### src/rtl/man_tx_sched.sv
// man_tx_sched: round-robin frame scheduler in front of the NRZ-to-Manchester
// encoder. Grants one requester per frame and serialises preamble, start bit,
// MSB-first data and even parity, holding each NRZ bit for two half-bit clocks,
// followed by an idle inter-frame gap.
module man_tx_sched #(
  parameter int DATA_W   = 8,
  parameter int PRE_LEN  = 4,
  parameter int NREQ     = 2,
  parameter int GAP_BITS = 2,
  localparam int GID_W   = (NREQ > 1) ? $clog2(NREQ) : 1
) (
  input  logic                     clk,
  input  logic                     reset,
  input  logic [NREQ-1:0]          req_valid,
  input  logic [NREQ*DATA_W-1:0]   req_data,
  output logic [NREQ-1:0]          req_ready,
  output logic                     nrz_out,
  output logic                     enc_en,
  output logic                     phase,
  output logic                     busy,
  output logic [GID_W-1:0]         grant_id,
  output logic [2:0]               state
);

  // One counter serves preamble bits, data bits and gap clocks.
  localparam int MAX_A   = (PRE_LEN > DATA_W) ? PRE_LEN : DATA_W;
  localparam int CNT_MAX = (MAX_A > GAP_BITS * 2) ? MAX_A : GAP_BITS * 2;
  localparam int CNT_W   = $clog2(CNT_MAX + 1);

  typedef enum logic [2:0] {
    ST_IDLE  = 3'd0,
    ST_PRE   = 3'd1,
    ST_START = 3'd2,
    ST_DATA  = 3'd3,
    ST_PAR   = 3'd4,
    ST_GAP   = 3'd5
  } state_t;

  state_t              state_r;
  logic                nrz_r;
  logic                enc_r;
  logic                phase_r;
  logic                busy_r;
  logic [GID_W-1:0]    grant_r;
  logic [GID_W-1:0]    last_grant_r;
  logic [CNT_W-1:0]    cnt_r;
  logic [DATA_W-1:0]   shift_r;
  logic                par_r;

  logic                found_s;
  logic [GID_W-1:0]    sel_s;
  logic [GID_W-1:0]    cand_s;
  logic [NREQ-1:0]     rdy_s;
  logic                accept_s;
  logic [DATA_W-1:0]   sel_word_s;

  // Even parity: XOR of all payload bits.
  function automatic logic even_parity(input logic [DATA_W-1:0] word);
    return ^word;
  endfunction

  // Round-robin search starting just after the last granted requester.
  always_comb begin
    found_s = 1'b0;
    sel_s   = '0;
    cand_s  = '0;
    for (int k = 1; k <= NREQ; k++) begin
      cand_s = GID_W'((int'(last_grant_r) + k) % NREQ);
      if (!found_s && req_valid[cand_s]) begin
        found_s = 1'b1;
        sel_s   = cand_s;
      end else begin
        found_s = found_s;
      end
    end
  end

  // One-hot ready, offered only in IDLE and never while reset is asserted.
  always_comb begin
    rdy_s = '0;
    if ((state_r == ST_IDLE) && !reset && found_s) begin
      rdy_s[sel_s] = 1'b1;
    end else begin
      rdy_s = '0;
    end
  end

  assign req_ready  = rdy_s;
  assign accept_s   = |(rdy_s & req_valid);
  assign sel_word_s = req_data[int'(sel_s) * DATA_W +: DATA_W];

  // Frame FSM: accept, then preamble/start/data/parity at two clocks per bit, then gap.
  always_ff @(posedge clk) begin
    if (reset) begin
      state_r      <= ST_IDLE;
      nrz_r        <= 1'b0;
      enc_r        <= 1'b0;
      phase_r      <= 1'b0;
      busy_r       <= 1'b0;
      grant_r      <= '0;
      last_grant_r <= GID_W'(NREQ - 1);
      cnt_r        <= '0;
      shift_r      <= '0;
      par_r        <= 1'b0;
    end else begin
      case (state_r)
        ST_IDLE: begin
          cnt_r   <= '0;
          phase_r <= 1'b0;
          if (accept_s) begin
            shift_r      <= sel_word_s;
            par_r        <= even_parity(sel_word_s);
            grant_r      <= sel_s;
            last_grant_r <= sel_s;
            state_r      <= ST_PRE;
            nrz_r        <= 1'b1;
            enc_r        <= 1'b1;
            busy_r       <= 1'b1;
          end else begin
            nrz_r  <= 1'b0;
            enc_r  <= 1'b0;
            busy_r <= 1'b0;
          end
        end
        ST_PRE: begin
          phase_r <= ~phase_r;
          if (phase_r) begin
            if (cnt_r == CNT_W'(PRE_LEN - 1)) begin
              state_r <= ST_START;
              nrz_r   <= 1'b1;
              cnt_r   <= '0;
            end else begin
              // Next preamble index is cnt_r+1; odd indices carry 0.
              cnt_r <= cnt_r + CNT_W'(1);
              nrz_r <= cnt_r[0];
            end
          end
        end
        ST_START: begin
          phase_r <= ~phase_r;
          if (phase_r) begin
            state_r <= ST_DATA;
            nrz_r   <= shift_r[DATA_W-1];
            shift_r <= {shift_r[DATA_W-2:0], 1'b0};
            cnt_r   <= '0;
          end
        end
        ST_DATA: begin
          phase_r <= ~phase_r;
          if (phase_r) begin
            if (cnt_r == CNT_W'(DATA_W - 1)) begin
              state_r <= ST_PAR;
              nrz_r   <= par_r;
            end else begin
              cnt_r   <= cnt_r + CNT_W'(1);
              nrz_r   <= shift_r[DATA_W-1];
              shift_r <= {shift_r[DATA_W-2:0], 1'b0};
            end
          end
        end
        ST_PAR: begin
          phase_r <= ~phase_r;
          if (phase_r) begin
            state_r <= ST_GAP;
            enc_r   <= 1'b0;
            nrz_r   <= 1'b0;
            phase_r <= 1'b0;
            cnt_r   <= '0;
          end
        end
        ST_GAP: begin
          enc_r   <= 1'b0;
          nrz_r   <= 1'b0;
          phase_r <= 1'b0;
          if (cnt_r == CNT_W'(GAP_BITS * 2 - 1)) begin
            state_r <= ST_IDLE;
            busy_r  <= 1'b0;
            cnt_r   <= '0;
          end else begin
            cnt_r <= cnt_r + CNT_W'(1);
          end
        end
        default: begin
          // Unreachable encodings recover to IDLE; grant history is kept.
          state_r <= ST_IDLE;
          nrz_r   <= 1'b0;
          enc_r   <= 1'b0;
          phase_r <= 1'b0;
          busy_r  <= 1'b0;
          cnt_r   <= '0;
        end
      endcase
    end
  end

  assign nrz_out  = nrz_r;
  assign enc_en   = enc_r;
  assign phase    = phase_r;
  assign busy     = busy_r;
  assign grant_id = grant_r;
  assign state    = state_r;

endmodule

### config.mk
export PLATFORM = sky130hd
export DESIGN_NAME = man_tx_sched
export DESIGN_NICKNAME = d
export VERILOG_FILES = /design/src/rtl/man_tx_sched.sv
export SDC_FILE = /design/constraint.sdc
export NUM_CORES = 1
export LEC_CHECK = 0
export CORE_AREA = 5 5 47 80
export DETAILED_ROUTE_END_ITERATION = 8
export DIE_AREA = 0 0 52 85
export PLACE_DENSITY_LB_ADDON = 0.2
export SYNTH_ARGS = -nofsm -noshare
export SYNTH_HDL_FRONTEND = slang
export SYNTH_SLANG_ARGS = --single-unit
### constraint.sdc
create_clock -name clk -period 2.4 [get_ports clk]
set_input_delay 0.48 -clock clk [delete_from_list [all_inputs] [get_ports clk]]
set_output_delay 0.48 -clock clk [all_outputs]
set_load 0.01 [all_outputs]
==> results of run 1 <==
power groups by stage:
stage               Clock, uW  Combinational [uW]  Sequential (uW)
finish                    264                 262              414
global route              288                 286              419
CTS                       269                 265              414
detailed placement          0                 265              423
global placement            0                 258              421
floorplan                   0                 171              420
synth_stat cells, drive strengths merged, types with 2 or more instances:
master	count
mux2i	16
nor2b	2
o211ai	3
nor3	3
nor3b	3
nand3b	4
nor2	16
a211o	7
buf	9
o21bai	2
dfxtp	22
a21oi	10
xnor2	15
a31oi	2
nand4b	2
or3	4
clkbuf	6
a221oi	3
nand2b	10
nand4	2
o21ai	10
nand3	2
nand2	5
inv	4
stage by stage:
step,hold slack (ps),instances,TNS (ps),instance area (um^2)
6_report,464,247,0,1890
3_3_place_gp,449,243,-235,1840
4_1_cts,469,247,0,1890
2_1_floorplan,431,174,0,1500
5_1_grt,499,247,0,1890
3_5_place_dp,458,243,-312,1840
final cells by class:
cell class	instances	share of cell area (%)
Inverter	4	0.794
Multi-Input combinational cell	133	50.2
Tap cell	43	2.85
Clock buffer	4	2.91
Sequential cell	22	23.3
Timing Repair Buffer	41	20.0
worst paths after layout:
check	cells past startpoint	slack (ps)	endpoint
worst max-delay path	5	120	req_ready[0]
worst min-delay path	2	460	grant_id
worst max register to register	6	660	shift_r[1]
worst min register to register	2	460	grant_id
timing repair:
item	4_1_cts	5_1_grt
hold buffers	0	0
resized for setup	2	0
endpoints found under the setup margin	2	0
kinds of logic (layout without fill, tap and decap cells):
group	after synthesis	after routing
compound gates	42	42
xor+xnor	15	15
fa+ha+maj	1	1
buf+inv	19	49
flops	22	22
mux	17	17
simple gates	58	58
flip-flops by register name, summed over array words and instances, names as in the netlist:
register      flops
par_r             1
last_grant_r      1
enc_en            1
shift_r           8
cnt_r             4
phase             1
grant_id          1
state             3
busy              1
nrz_out           1
routing by layer:
| layer | part of all wire [%] | GRT usage (%) |
|---|---|---|
| met5 | 0 | 0 |
| met4 | 1.4 | 7.64 |
| met3 | 2.3 | 2.11 |
| met2 | 60 | 34.2 |
| met1 | 36 | 17.5 |
critical path: stages:
cell	delay [ps]
clkdlybuf4s50_1	420
o21bai_1	190
or3_1	400
inv_1	60
dlygate4sd2_1	260
==> summary.md, run 1 <==
| Metric | Value |
|---|---|
| FFs w/ async S/R, synth | `0%` |
| YS warnings | `0` |
| Final min period | `between 2000 and 2500 ps` |
| Most frequently used flop master after synthesis | `dfxtp_1` |
| First-pass GRT wire length | `6.01 mm` |
| Post-Route Skew | `a little under 6 ps` |
| Gate count of the mapped netlist | `~170` |
| Ranking of synthesized cells by area | `dfxtp_1, mux2i_1, xnor2_1, a211o_1, nor2_1` |
| Drt pass-1 iters | `4` |
| CTS buffer count | `3` |
| CTS root buffer | `clkbuf_8` |
| Total power | `940 uW` |
| Post-route ant nets | `0` |
| FMAX | `438 MHz` |
| Die width | `52 um` |
| Number of global-route vias before repair | `1357` |
| Synth Area in Simple Gates | `22.8%` |
| Switching portion of total power | `approximately 27%` |
| Synth top area share | `29.5%` |
| Worst slew pin tran | `519 ps` |
| Most common cell after layout, fill and taps aside | `clkdlybuf4s50_1` |
| Layout cells sized above 1 | `10.8%` |
| Seq pwr share | `between 40% and 50%` |
| Fillers | `280` |
| DRC | `0` |
| Largest area contributor in the netlist | `dfxtp_1` |
| Adder-cell share of the synthesized area | `0.837%` |
| Port Buf Inserts | `29` |
| # diodes | `0` |
| Largest net degree at the start of global routing | `29` |
| CTS max path bufs | `2` |
| Worst hold path type | `reg2reg` |
| Routed vias | `1355` |
| Global placement routability congestion | `0.808` |
| Post-synthesis mux area share | `between 10% and 20%` |
| LEAKAGE | `0.000744 uW` |
| Clock group share of total power | `28.1%` |
| Reg2Reg Launch Point | `cnt_r[0]` |
| GRT overflow | `0` |
| Most frequent cells in the layout | `clkdlybuf4s50_1, dfxtp_1, mux2i_1, nor2_1, xnor2_1` |
| Netlist cell types | `41` |
| Setup crit end kind | `primary output` |
| Startpoint class of the critical path | `input pin` |
| Final Max Tran Viols | `0` |
| Fin. Hold Viols | `0` |
| Status | `completed` |
| Pwr dens | `just under 500 nW/um^2` |
| Mapped Area | `1500 um^2` |
| Syn-to-layout area delta | `26.4%` |
| CORE AREA | `3070 um^2` |
| Synth Area in Compound Gates | `19.5%` |
| Worst setup margin | `115 ps` |
| Core Util, Final | `61.5%` |
| Multi-input gate area | `948 um^2` |
| Die area | `4420 um^2` |
| WL per Instance | `14.3 um` |
| Worst Hold Launch | `grant_id` |
| WL final | `3.54 mm` |
| Setup Crit Path Kind | `in2out` |
| Global Route Usage Sum | `between 10% and 20%` |
| Vias/cell | `5.49` |
| H-tree depth | `1` |
| NetSw | `255 uW` |
| DP Wirelength | `between 2 and 3 mm` |
| DR iter-0 viols | `20` |
| RSZ-0062 raised after global routing | `false` |
| Rel. slew slack | `65.4%` |
| Worst-path clk slew | `70 ps` |
| Clk_lat worst skew | `around 260 ps` |
| Reg area | `between 400 and 500 um^2` |
| Number of synthesized register bits | `22` |
| Sequential area share after synthesis | `29.5%` |
| Die H | `85 um` |
| Initial antenna violation count | `0` |
| Worst path required time | `~1900 ps` |
| Largest family of logic cells by synthesized area | `simple AND/OR/NAND/NOR gates` |
| Syn_nets | `195` |
| Maximum VDD drop | `0.000343 V` |
| Top Ports | `30` |
| CTS tree | `built` |
| Final net count | `~230` |
| Clock sinks | `22` |
| Max_cap viols | `0` |
| Synth Area in XOR/XNOR | `8.79%` |
| Arrival time worst endpoint | `1800 ps` |
| # Post-CTS Setup Buffers | `0` |
| DP Worst Slack | `-162 ps` |
| Syn_area_per_cell | `8.59 um^2` |
| Pint | `685 uW` |
| Number of flops mapped to enable cells by yosys | `0` |
| Worst-path maximum fanout | `3` |
| Initial Util | `about half` |
| Combinational power share | `27.9%` |
| FP Rows | `27` |
| Worst setup path start | `reset` |
| Final Setup Violations | `0` |
| Final Cycle Share | `95.2%` |
(Power assumes the default switching activity.)
==> run 2, diff against run 1 <==
CAP_MARGIN = 30   (was unset)
CORE_AREA = 2 2 44 77   (was 5 5 47 80)
DIE_AREA = 0 0 46 79   (was 0 0 52 85)
==> summary.md, run 2 (synthesized netlist as in run 1, its figures left out) <==
| Metric | Value |
|---|---|
| # Post-CTS Setup Buffers | `0` |
| Placed Area | `1810 um^2` |
| Cell Chain, Critical Path | `clkdlybuf4s50_1 -> o21bai_1 -> or2_1 -> nand2b_4 -> inv_1 -> dlygate4sd2_1` |
| Vias/cell | `5.87` |
| GRT overflow | `0` |
| Drt pass-1 iters | `4` |
| Max reg flops | `8` |
| Clk_lat worst skew | `260 ps` |
| Worst-path maximum fanout | `3` |
| Fin. Hold Viols | `0` |
| # diodes | `0` |
| DRC | `0` |
| CTS max path bufs | `2` |
| Post-route design area | `1860 um^2` |
| Post-Route Skew | `around 2.7 ps` |
| Global Route Usage Sum | `21.7%` |
| Hold_buf cts | `0` |
| Die area | `3630 um^2` |
| Pwr dens | `505 nW/um^2` |
| Die H | `79 um` |
| LEAKAGE | `0.000733 uW` |
| CTS resizes | `2` |
| Most frequent cells in the layout | `clkdlybuf4s50_1, dfxtp_1, mux2i_1, nor2_1, xnor2_1` |
| Combinational power share | `27.6%` |
| Status | `completed` |
| Initial Util | `49.2%` |
| Seq pwr share | `between 40 and 50%` |
| FP Rows | `27` |
| Post-route ant nets | `0` |
| RSZ-0062 raised after global routing | `false` |
| FMAX | `436 MHz` |
| Final min period | `2290 ps` |
| H-tree depth | `1` |
| WL per Instance | `about 15 um` |
| Worst setup margin | `between 100 and 150 ps` |
| Pint | `683 uW` |
| CP max-delay cell | `clkdlybuf4s50_1` |
| CTS buffer count | `3` |
| Most common cell after layout, fill and taps aside | `clkdlybuf4s50_1` |
| DP Wirelength | `2.71 mm` |
| Fillers | `283` |
| Switching portion of total power | `27.2%` |
| Worst path required time | `roughly 1900 ps` |
| Final Max Tran Viols | `0` |
| Clock group share of total power | `28.2%` |
| Arrival time worst endpoint | `1810 ps` |
| Largest net degree at the start of global routing | `29` |
| Total power | `between 900 and 1000 uW` |
| Port Buf Inserts | `29` |
| Startpoint class of the critical path | `input pin` |
| Routed vias | `1355` |
| CTS root buffer | `clkbuf_8` |
| Final net count | `224` |
| Initial antenna violation count | `0` |
| Final Cycle Share | `95.6%` |
| Worst hold path type | `reg2reg` |
| CTS tree | `built` |
| Final Setup Violations | `0` |
| Clock sinks | `22` |
| Setup crit end kind | `primary output` |
| Syn-to-layout area delta | `24.3%` |
| Worst slew pin tran | `824 ps` |
| Top Ports | `30` |
| Setup Crit Path Kind | `in2out` |
| DP Worst Slack | `-162 ps` |
| Largest Register | `shift_r` |
| WL final | `3.45 mm` |
| Number of global-route vias before repair | `approximately 1300` |
| CORE AREA | `just over 3000 um^2` |
| Worst-path clk slew | `roughly 80 ps` |
| Global placement routability congestion | `between 0.7 and 0.8` |
| First-pass GRT wire length | `around 6.0 mm` |
| Maximum VDD drop | `approximately 0.00028 V` |
| Die width | `46 um` |
| Slowest stage delay, CP | `roughly 430 ps` |
| NetSw | `256 uW` |
| Rel. slew slack | `between 40 and 50%` |
| Max_cap viols | `0` |
| Layout cells sized above 1 | `slightly below 10%` |
| DR iter-0 viols | `20` |
[run 2: power groups by stage]
stage          Combinational, uW  Sequential (uW)  Clock (uW)
6_report                     259              415         265
5_1_grt                      284              418         286
4_1_cts                      261              415         272
3_5_place_dp                 262              423           0
3_3_place_gp                 255              422           0
2_1_floorplan                171              420           0
[run 2: cell type report]
| cell class | count | area [um^2] | share of cell area (%) |
|---|---|---|---|
| multi-input cells | 133 | 948 | 51.0 |
| well taps | 29 | 36.3 | 1.95 |
| repair buffers | 39 | 363 | 19.5 |
| flip-flops and latches | 22 | 440 | 23.7 |
| clock buffers | 4 | 55.1 | 2.96 |
| inverters | 4 | 15.0 | 0.808 |
[run 2: worst max-delay path: cells and delay by family]
| kind | cells | cell delay (ps) |
|---|---|---|
| buf+inv | 3 | 740 |
| simple gates | 2 | 400 |
| compound gates | 1 | 190 |
[run 2: through the flow]
stage | TNS, ps | util (%) | hold WS (ps) | cells
6_report | 0 | 61.1 | 469 | 231
5_1_grt | 0 | 61.1 | 499 | 231
4_1_cts | 0 | 61.1 | 470 | 231
3_5_place_dp | -324 | 59.4 | 459 | 227
3_3_place_gp | -236 | 59.4 | 448 | 227
2_1_floorplan | 0 | - | 431 | 174
[run 2: worst paths after layout]
path	depth (start not counted)	from	to	slack, ps
min	2	grant_id	grant_id	470
min reg2reg	2	grant_id	grant_id	470
max	6	reset	req_ready[1]	110
max reg2reg	6	cnt_r[0]	shift_r[2]	590
[run 2: layer usage]
layer,track usage (%),vias to the layer above,routed length [um]
li1,-,679,-
met1,24.2,649,1330
met2,39.3,21,2010
met3,2.27,6,49
met4,8.00,0,68
met5,0,-,0
==> RTL edit (settings of run 1) <==
The parameter `PRE_LEN` goes from 4 to 8.
--- a/src/rtl/man_tx_sched.sv
+++ b/src/rtl/man_tx_sched.sv
@@ -5,5 +5,5 @@
 module man_tx_sched #(
   parameter int DATA_W   = 8,
-  parameter int PRE_LEN  = 4,
+  parameter int PRE_LEN  = 8,
   parameter int NREQ     = 2,
   parameter int GAP_BITS = 2,
Behaviour: not the same (Yosys sat finds a counterexample within 10 cycles, from zero or initial values and one cycle with reset high).
==> RTL edit against run 1 <==
Final cell count down 4.0%; area after synthesis down 9.5%; count of clock-buffer cells in the layout down 1; worst setup slack better by 0.018 ns; critical path type unchanged; synthesized cell count down 6.9%; sequential cell count unchanged; global-route usage down 1.3 points; maximum frequency up 0.81%; wire length down 7.6%; final area down 5.6%; worst hold slack worse by 0.00083 ns.
Power is not compared: it rests on default switching activity, and its combinational part moved more than twofold at a synthesized area within 25%.
==> RTL edit: results <==
[synth]
synth_area_leaders = dfxtp_1 33%, xnor2_1 8.4%, a21oi_1 7.0%
synth_nets = 183
synth_common_cells = 22 x dfxtp_1, 19 x a21oi_1, 15 x nand2_1
yosysSeqAreaShare = 0.325
synthAdderAreaFrac = 0.00924
synth_xor_area_frac = 0.0970
ys_seq_elements = 22
synthMuxAreaShare = 0.0665
synth_cell_types = 37
synthesis.instances = 162

[layout]
num-nonclk-buffers = 38
clk_share = 0.0400
multi_input_area_um2 = 852
layout.nonclk_buf_frac = 0.199
final_area_um2 = 1780
fillCellCount = 296
n_clock_buffer = 3
n_all_inverters = 3
stdcell_count = 237
nNetsFinal = 216
drive_above_1_share = 0.0928
multi_input_gates = 127

[placed_design]
post-place-ws_ns = -0.148
placed_cells_incl_taps = 233
placed_area_um2 = 1720
dp_hpwl_um = 2660
place.gp.congestion = 0.844

[run_status]
status = finished, final reports clean

[hold_path]
worstHoldStart = shift_r[5]

[drt]
routed-wl-met3_um = 66
wl_met1_um = 1170
dr.pass1.iters = 4
wl_met2_um = 1980
drtIter0Drc = 28

[sta]
skew_ns = 0.00303
tightest_slew_ns = 0.582

[global_route]
grt_use_total = 0.163
grt_pass1_wl_um = 5620
grt_pass1_vias = 1312
[RTL edit: cell count changes after synthesis, sizes merged, moves of 3 or more]
| cell | delta |
|---|---|
| nand2 | +10 |
| a21oi | +9 |
| nand3 | +3 |
| mux2i | -7 |
| buf | -3 |
| nor2 | -3 |
| o21ai | -3 |
| nand2b | -7 |
| nor3b | -3 |
| a221oi | -3 |
[RTL edit: layer usage]
metal	track usage	vias to the layer above
li1	-	644
met4	0.0692	0
met1	0.158	599
met5	0	-
met3	0.0246	4
met2	0.320	20
[RTL edit: path summary, 6_finish.rpt]
path                                endpoint  slack [ns]  depth (start not counted)
worst max-delay path            req_ready[1]        0.13                          5
worst min-delay path              shift_r[5]        0.46                          2
worst max register to register      state[1]        0.52                          6
worst min register to register    shift_r[5]        0.46                          2
[RTL edit: critical path, cell delays in order]
cell and delay (ns):
clkdlybuf4s50_1 0.41, o21bai_1 0.17, or2_1 0.25, and2b_1 0.21, dlygate4sd2_1 0.27
